--- config.mk ---
export PLATFORM = sky130hd
export DESIGN_NAME = eq_quant4_cplx
export DESIGN_NICKNAME = d
export VERILOG_FILES = /design/src/rtl/eq_quant_pkg.sv /design/src/rtl/eq_round_sat.sv /design/src/rtl/eq_quant4_cplx.sv
export SDC_FILE = /design/constraint.sdc
export NUM_CORES = 2
export LEC_CHECK = 0
export CAP_MARGIN = 5
export CORE_MARGIN = 2
export CORE_UTILIZATION = 55
export CTS_CLUSTER_DIAMETER = 100
export CTS_CLUSTER_SIZE = 25
export DETAILED_ROUTE_END_ITERATION = 6
export PLACE_DENSITY = 0.7
export SETUP_SLACK_MARGIN = 0.1
export SYNTH_ARGS = -nofsm -noshare
export SYNTH_HDL_FRONTEND = slang
export SYNTH_SLANG_ARGS = --single-unit
--- constraint.sdc ---
create_clock -name user_clk -period 18.4 [get_ports user_clk]
set_clock_uncertainty 0.05 [all_clocks]
set_input_delay 3.68 -clock user_clk [delete_from_list [all_inputs] [get_ports user_clk]]
set_output_delay 3.68 -clock user_clk [all_outputs]
set_load 0.02 [all_outputs]
--- src/rtl/eq_quant_pkg.sv ---
// Shared constants and helpers for the 4-bit complex equaliser/requantiser.
// All widths derive from the input, gain and output formats below.
package eq_quant_pkg;

    localparam int IN_W      = 18;
    localparam int GAIN_W    = 16;
    localparam int GAIN_FRAC = 8;
    localparam int OUT_W     = 4;
    localparam int N_CHAN    = 1024;
    localparam int CLIP_W    = 16;

    localparam int SH      = GAIN_FRAC + IN_W - OUT_W;
    localparam int OUT_MAX = 2 ** (OUT_W - 1) - 1;
    localparam int OUT_MIN = -OUT_MAX;
    localparam int LATENCY = 4;
    localparam int CHAN_W  = $clog2(N_CHAN);
    localparam int PROD_W  = IN_W + GAIN_W + 1;

    function automatic logic [2*OUT_W-1:0] pack_dout(
        input logic [OUT_W-1:0] re,
        input logic [OUT_W-1:0] im
    );
        return {re, im};
    endfunction

endpackage

--- src/rtl/eq_round_sat.sv ---
// One real lane: gain multiply, round half-up, symmetric saturate.
// Each stage only loads on its valid, so bubbles leave the data held.
module eq_round_sat
    import eq_quant_pkg::*;
(
    input  logic                     clk,
    input  logic                     rst,
    input  logic                     v1,
    input  logic                     v2,
    input  logic                     v3,
    input  logic signed [IN_W-1:0]   din,
    input  logic        [GAIN_W-1:0] gain,
    output logic        [OUT_W-1:0]  dout,
    output logic                     clip
);

    localparam int SUM_W = PROD_W + 1;
    localparam int RND_W = SUM_W - SH;
    localparam logic signed [RND_W-1:0] R_MAX = RND_W'(OUT_MAX);
    localparam logic signed [RND_W-1:0] R_MIN = RND_W'(OUT_MIN);

    logic signed [PROD_W-1:0] prod_q, prod_d;
    logic signed [RND_W-1:0]  rnd_q, rnd_d;
    logic        [OUT_W-1:0]  dout_q, dout_d;
    logic signed [SUM_W-1:0]  sum;
    logic        [OUT_W-1:0]  sat;
    logic                     over;
    logic                     under;

    always_comb begin
        prod_d = prod_q;
        if (v1) begin
            prod_d = PROD_W'(din) * PROD_W'($signed({1'b0, gain}));
        end

        // floor((p + half) / 2^SH) == arithmetic shift of the biased sum
        sum   = SUM_W'(prod_q) + (SUM_W'(1) <<< (SH - 1));
        rnd_d = v2 ? RND_W'(sum >>> SH) : rnd_q;

        over  = rnd_q > R_MAX;
        under = rnd_q < R_MIN;
        sat   = rnd_q[OUT_W-1:0];
        unique case (1'b1)
            over:    sat = OUT_W'(OUT_MAX);
            under:   sat = OUT_W'(OUT_MIN);
            default: sat = rnd_q[OUT_W-1:0];
        endcase

        clip   = v3 && (over || under);
        dout_d = v3 ? sat : dout_q;
    end

    always_ff @(posedge clk or posedge rst) begin
        if (rst) begin
            prod_q <= '0;
            rnd_q  <= '0;
            dout_q <= '0;
        end else begin
            prod_q <= prod_d;
            rnd_q  <= rnd_d;
            dout_q <= dout_d;
        end
    end

    assign dout = dout_q;

endmodule

--- src/rtl/eq_quant4_cplx.sv ---
// Complex equalise-and-requantise stage: gain shadow, delay line,
// channel/sync tracking and per-frame clip statistics.
module eq_quant4_cplx
    import eq_quant_pkg::*;
(
    input  logic                 user_clk,
    input  logic                 user_rst,
    input  logic [31:0]          gain_in,
    input  logic                 sync_in,
    input  logic                 valid_in,
    input  logic [IN_W-1:0]      din_re,
    input  logic [IN_W-1:0]      din_im,
    output logic                 sync_out,
    output logic                 valid_out,
    output logic [2*OUT_W-1:0]   dout,
    output logic [CLIP_W-1:0]    clip_count,
    output logic                 sync_err
);

    logic        [GAIN_W-1:0]  gain_q, gain_d;
    logic        [CHAN_W-1:0]  chan_q, chan_d;
    logic                      serr_q, serr_d;
    logic        [LATENCY-1:0] vld_q, vld_d;
    logic        [LATENCY-1:0] syn_q, syn_d;
    logic signed [IN_W-1:0]    re_q, re_d;
    logic signed [IN_W-1:0]    im_q, im_d;
    logic        [CLIP_W-1:0]  run_q, run_d;
    logic        [CLIP_W-1:0]  clip_cnt_q, clip_cnt_d;

    logic [OUT_W-1:0] lane_re;
    logic [OUT_W-1:0] lane_im;
    logic             clip_re;
    logic             clip_im;
    logic             clip_any;
    logic             unused_gain_hi;

    assign unused_gain_hi = ^gain_in[31:GAIN_W];

    always_comb begin
        gain_d = sync_in ? gain_in[GAIN_W-1:0] : gain_q;
        vld_d  = {vld_q[LATENCY-2:0], valid_in};
        syn_d  = {syn_q[LATENCY-2:0], sync_in};
        re_d   = valid_in ? din_re : re_q;
        im_d   = valid_in ? din_im : im_q;

        // chan_q holds the index the next valid sample will take
        serr_d = serr_q | (sync_in && chan_q != '0);
        chan_d = chan_q;
        if (sync_in) begin
            chan_d = valid_in ? CHAN_W'(1) : '0;
        end else if (valid_in) begin
            chan_d = chan_q + CHAN_W'(1);
        end

        clip_any   = clip_re | clip_im;
        run_d      = run_q;
        clip_cnt_d = clip_cnt_q;
        if (syn_q[LATENCY-2]) begin
            clip_cnt_d = run_q;
            run_d      = CLIP_W'(clip_any);
        end else if (clip_any && run_q != '1) begin
            run_d = run_q + CLIP_W'(1);
        end
    end

    always_ff @(posedge user_clk or posedge user_rst) begin
        if (user_rst) begin
            gain_q     <= '0;
            chan_q     <= '0;
            serr_q     <= 1'b0;
            vld_q      <= '0;
            syn_q      <= '0;
            re_q       <= '0;
            im_q       <= '0;
            run_q      <= '0;
            clip_cnt_q <= '0;
        end else begin
            gain_q     <= gain_d;
            chan_q     <= chan_d;
            serr_q     <= serr_d;
            vld_q      <= vld_d;
            syn_q      <= syn_d;
            re_q       <= re_d;
            im_q       <= im_d;
            run_q      <= run_d;
            clip_cnt_q <= clip_cnt_d;
        end
    end

    eq_round_sat u_lane_re (
        .clk  (user_clk),
        .rst  (user_rst),
        .v1   (vld_q[0]),
        .v2   (vld_q[1]),
        .v3   (vld_q[2]),
        .din  (re_q),
        .gain (gain_q),
        .dout (lane_re),
        .clip (clip_re)
    );

    eq_round_sat u_lane_im (
        .clk  (user_clk),
        .rst  (user_rst),
        .v1   (vld_q[0]),
        .v2   (vld_q[1]),
        .v3   (vld_q[2]),
        .din  (im_q),
        .gain (gain_q),
        .dout (lane_im),
        .clip (clip_im)
    );

    assign sync_out   = syn_q[LATENCY-1];
    assign valid_out  = vld_q[LATENCY-1];
    assign dout       = pack_dout(lane_re, lane_im);
    assign clip_count = clip_cnt_q;
    assign sync_err   = serr_q;

endmodule

# == Word-level counts from Yosys, hierarchy flattened ==
# Index checks and enable logic that the tools add are counted.
# word_totals
ff_bits,209
inputBits,72
out_inout_bits,27
wordCells,44
# op_classes
add_sub_neg,4
multipliers,2
order_cmp,4
n_eq_ne,1
n_mux,7
bitwise,2
n_reduce_logical,9
# ops
cell,count
"adder 35 x 23 -> 36 bit, second input constant",2
multiplier 18 x 17 -> 35 bit,2
2-to-1 mux 16 bit,2
"greater-than comparator 14 x 4 -> 1 bit, second input constant",2
"< comparator 14 x 4 -> 1 bit, second input constant",2
2-to-1 mux 10 bit,2
"adder 16 x 1 -> 16 bit, second input constant",1
"!= test 16 bit, second input constant",1
case mux 4 bit (2 select lines),2
"adder 10 x 1 -> 10 bit, second input constant",1
nonzero test 10 bit,1
logical AND 1 bit,4
nonzero test 2 bit,2
logical OR 1 bit,2
bitwise OR 1 bit,2
2-to-1 mux 1 bit,1

# == Logic depth before layout (Yosys ltp) ==
# depth
word_depth,7
ltp_mapped,24

# == Modules after synthesis ==
# A second synthesis with hierarchy kept.
# unflattened
hier_cells,3084
hier_area_um2,29026.6
# by_module_without_submodules
mod,n_inst,cells_each,area_per_inst_um2
eq_round_sat (u_lane_im),1,1412,12628.4
eq_round_sat (u_lane_re),1,1371,12254.3
eq_quant4_cplx,1,301,4144.0

# == Least setup slack after synthesis ==
# Ideal clock, no wire load.
# synth_path
path_kind,register to register
start,register gain_q[2]
end,register u_lane_re.prod_q[34]
t_arrival_ns,6.290
required_time_ns,18.281
setup_slack_ns,11.991
stages_incl_launch_ff,22
n_path_buf,2
period_less_slack_ns,6.409
cell_sequence,dfrtp_1 > clkbuf_1 > clkbuf_1 > nand2_1 > fa_1 > fa_1 > inv_1 > fa_1 > fa_1 > fa_1 > inv_1 > fa_1 > inv_1 > ha_1 > a21o_1 > a21o_1 > a21oi_1 > a21bo_2 > o21ai_2 > a221o_1 > or4_1 > nand3_1
# synth_via
elab_chain_len,1
# synth_lines
element,line_no,text
"start, declared",eq_quant4_cplx.sv:20,"logic [GAIN_W-1:0] gain_q, gain_d;"
"start signal, assigned",eq_quant4_cplx.sv:78,gain_q <= gain_d;
multiplier 18 x 17 -> 35 bit,eq_round_sat.sv:33,"prod_d = PROD_W'(din) * PROD_W'($signed({1'b0, gain}));"
"end signal, assigned",eq_round_sat.sv:59,prod_q <= prod_d;
"end, declared",eq_round_sat.sv:22,"logic signed [PROD_W-1:0] prod_q, prod_d;"
# No other way between the ends.
# A chain may end at the register's enable or synchronous reset.

# == Worst setup path in the final report ==
# layout_path
start,register gain_q[2]
end,register u_lane_im.prod_q[32]
# layout_via
elab_chain_len,1
# layout_lines
element,line_no
multiplier 18 x 17 -> 35 bit,eq_round_sat.sv:33
"end signal, assigned",eq_round_sat.sv:59
"end, declared",eq_round_sat.sv:22
# No other way between the ends.

==> out/results.txt <==
CTS Sinks = 167
Fillers = 4,373
Via count = 19,600
Initial DRT Pass Iterations = 5
Slew of the pin with the lowest slew margin = 986 ps
Die area = 52,800 um2
Crit start category = register
Iter 0 DRT Violations = 1,066
Total GRT Usage = 0.267
Tcrit/Tclk final = 0.389
Worst path required time = 18,750 ps
Synth unique cells = 57
Die Span X = 230 um
Initial Util = 0.558
Die Height = 230 um
CTS Root Cell = clkbuf_16
Max cap viols = 0
Syn Inst Count = 2,964
TritonCTS Buffers = 17
Share of cells above drive strength 1 = 0.0501
Synth warn = 0
Cell Area, Synth = 28,000 um2
Drt drc = 0
Post-synth EDFFs = 0
CP max FO = 29
PostCTS Resize Cnt = 0
Routed Antenna Nets = 0
Port bufs = 82
Multi-input gate area = 20,600 um2
Largest net degree at the start of global routing = 100
Wire length per cell = 17.7 um
Rel. slew slack = 0.342
H-tree levels = 4
WS Path Type = reg2reg
Setup Total Neg Slack = 0 ps
RSZ-0062 raised after global routing = no
CTS tree = built
Highest clock rate = 140 MHz
Core Region = 50,300 um2
Synth Flop Type = dfrtp_1
Final min period = 7150 ps
Final Max Slew Viols = 0
Final Hold Fails = 0
Synthesis-stage register bit count = 167
Storage cell area = 4180 um2
Clock-pin slew of the registers on the worst-case setup and hold paths = 90 ps
Site row count = 82
WP data arrival = 7500 ps
Final Setup Violations = 0
Nets = 3,792
Initial antenna violation count = 0
FFs w/ async S/R, synth = 1.00
Hold crit path type = reg2reg
Inserted Diodes = 0
IO Count = 99
Postcts setup bufs = 0
Global-route wire length before repair = 111,000 um
Longest Clk Path Bufs = 2
HPWL Detailed = 47,500 um
GRT overflow = 0
Drt total wl = 64,500 um
GPL Wtd Cong = 0.940
Syn_nets = 3,797
Quantity of hold-fixing buffers added after cts = 0
Vias per std cell = 5.38
Sequential area share after synthesis = 0.149
Vias in the first global route = 22,200
Status = completed
Post-Syn Area per Cell = 9.46 um2
CP Capture Type = register
Area Overhead vs Synth = 7.00%
Clk Latency, worst-skew pair = 500 ps
## cells in the final DEF (no fill, tap or decap), types with 17 or more instances in the layout
cell,instances
dfrtp_1,165
inv_1,749
nand4_1,22
ha_1,179
clkdlybuf4s50_1,81
a21oi_1,74
nand2_1,390
and2_1,228
nor2_1,89
fa_1,582
o21ai_0,22
mux2_2,84
buf_4,21
clkbuf_16,17
nand3_1,32
xnor2_1,33
xor2_1,46
## Yosys cell counts, types with 3 or more instances
master     count  area share
inv_1        750        0.10
fa_1         582        0.42
nand2_1      390       0.052
and2_1       228       0.051
ha_1         179       0.080
dfrtp_1      167        0.15
clkbuf_1     120       0.016
nor2_1        89       0.012
mux2_2        84       0.034
a21oi_1       74       0.013
xor2_1        46       0.014
xnor2_1       33       0.010
nand3_1       32      0.0057
nand4_1       22      0.0049
o21ai_0       22      0.0039
and3_1        15      0.0033
nor3_1        14      0.0025
a21o_1        13      0.0035
a211oi_1       8      0.0021
buf_1          7     0.00094
nor4_1         7      0.0016
o211ai_1       6      0.0016
o21a_1         6      0.0016
and4_1         5      0.0016
o21bai_1       5      0.0013
a31oi_1        4     0.00089
nand2b_1       4     0.00089
a221o_1        3      0.0011
a41oi_1        3     0.00094
nand3b_1       3     0.00080
nor2b_1        3     0.00067
o2bb2ai_1      3     0.00094
o31ai_1        3     0.00080
or3_1          3     0.00067
## path summary, 6_finish.rpt
path                           start  slack, ps                    to  cells past startpoint
min in group asynchronous   user_rst       3670         clip_count[4]                      2
setup reg to reg           gain_q[2]      11250  u_lane_im.prod_q[32]                     20
hold / removal              syn_q[0]        310              syn_q[1]                      0
hold reg to reg             syn_q[0]        310              syn_q[1]                      0
max in group asynchronous   user_rst      13090               re_q[9]                      3
setup / recovery           gain_q[2]      11250  u_lane_im.prod_q[32]                     20
## layer usage
layer	track usage	routed length, um	vias up
met2	0.462	32300	610
met4	0.104	2250	0
li1	-	-	8715
met5	0	0	-
met1	0.336	26300	10100
met3	0.0427	3720	146
## area by class of cell
cell class | count | area share
Clock buffer | 17 | 0.0142
Clock inverter | 15 | 0.00638
Inverter | 750 | 0.0940
Multi-Input combinational cell | 1920 | 0.685
Sequential cell | 167 | 0.139
Tap cell | 672 | 0.0280
Timing Repair Buffer | 103 | 0.0325
## critical path, cell delays in order, from the launching register on
cell,delay (ps)
dfrtp_1,530
buf_4,470
nand2_1,230
fa_1,860
fa_1,490
inv_1,90
fa_1,440
fa_1,540
fa_1,510
inv_1,50
fa_1,490
inv_1,50
ha_1,360
nand4_1,150
nor3_1,490
nand2_1,120
a21oi_1,330
o21ai_1,170
a31oi_1,280
o21ai_0,110
a31o_2,230
## stage by stage
step / hold slack [ps] / utilization / std cells / worst slack, ps / area [um2]
final: 311 / 0.597 / 3644 / 11250 / 30000
after global routing: 335 / 0.597 / 3644 / 10900 / 30000
after CTS: 309 / 0.597 / 3644 / 11250 / 30000
after detailed placement: 294 / 0.584 / 3612 / 11300 / 29400
after global placement: 285 / 0.584 / 3612 / 11400 / 29400
after floorplan: 281 / - / 2964 / 10150 / 28000
## sequential cells by signal (all words and copies together) (netlist names), 16 cells and up
signal      count
gain_q         16
run_q          16
im_q           18
clip_count     16
re_q           18
## cells by family after synthesis
group,after synthesis,synth area share
buffers and inverters,877,0.117
flip-flops,167,0.149
adder cells (fa/ha/maj),761,0.496
multiplexers,86,0.0345
AO/OA/AOI/OAI,173,0.0391
XOR/XNOR,79,0.0247
AND/OR/NAND/NOR,821,0.140
Power is not shown: default switching activity piles up to over one toggle a cycle in this logic, so the estimate is an artifact.
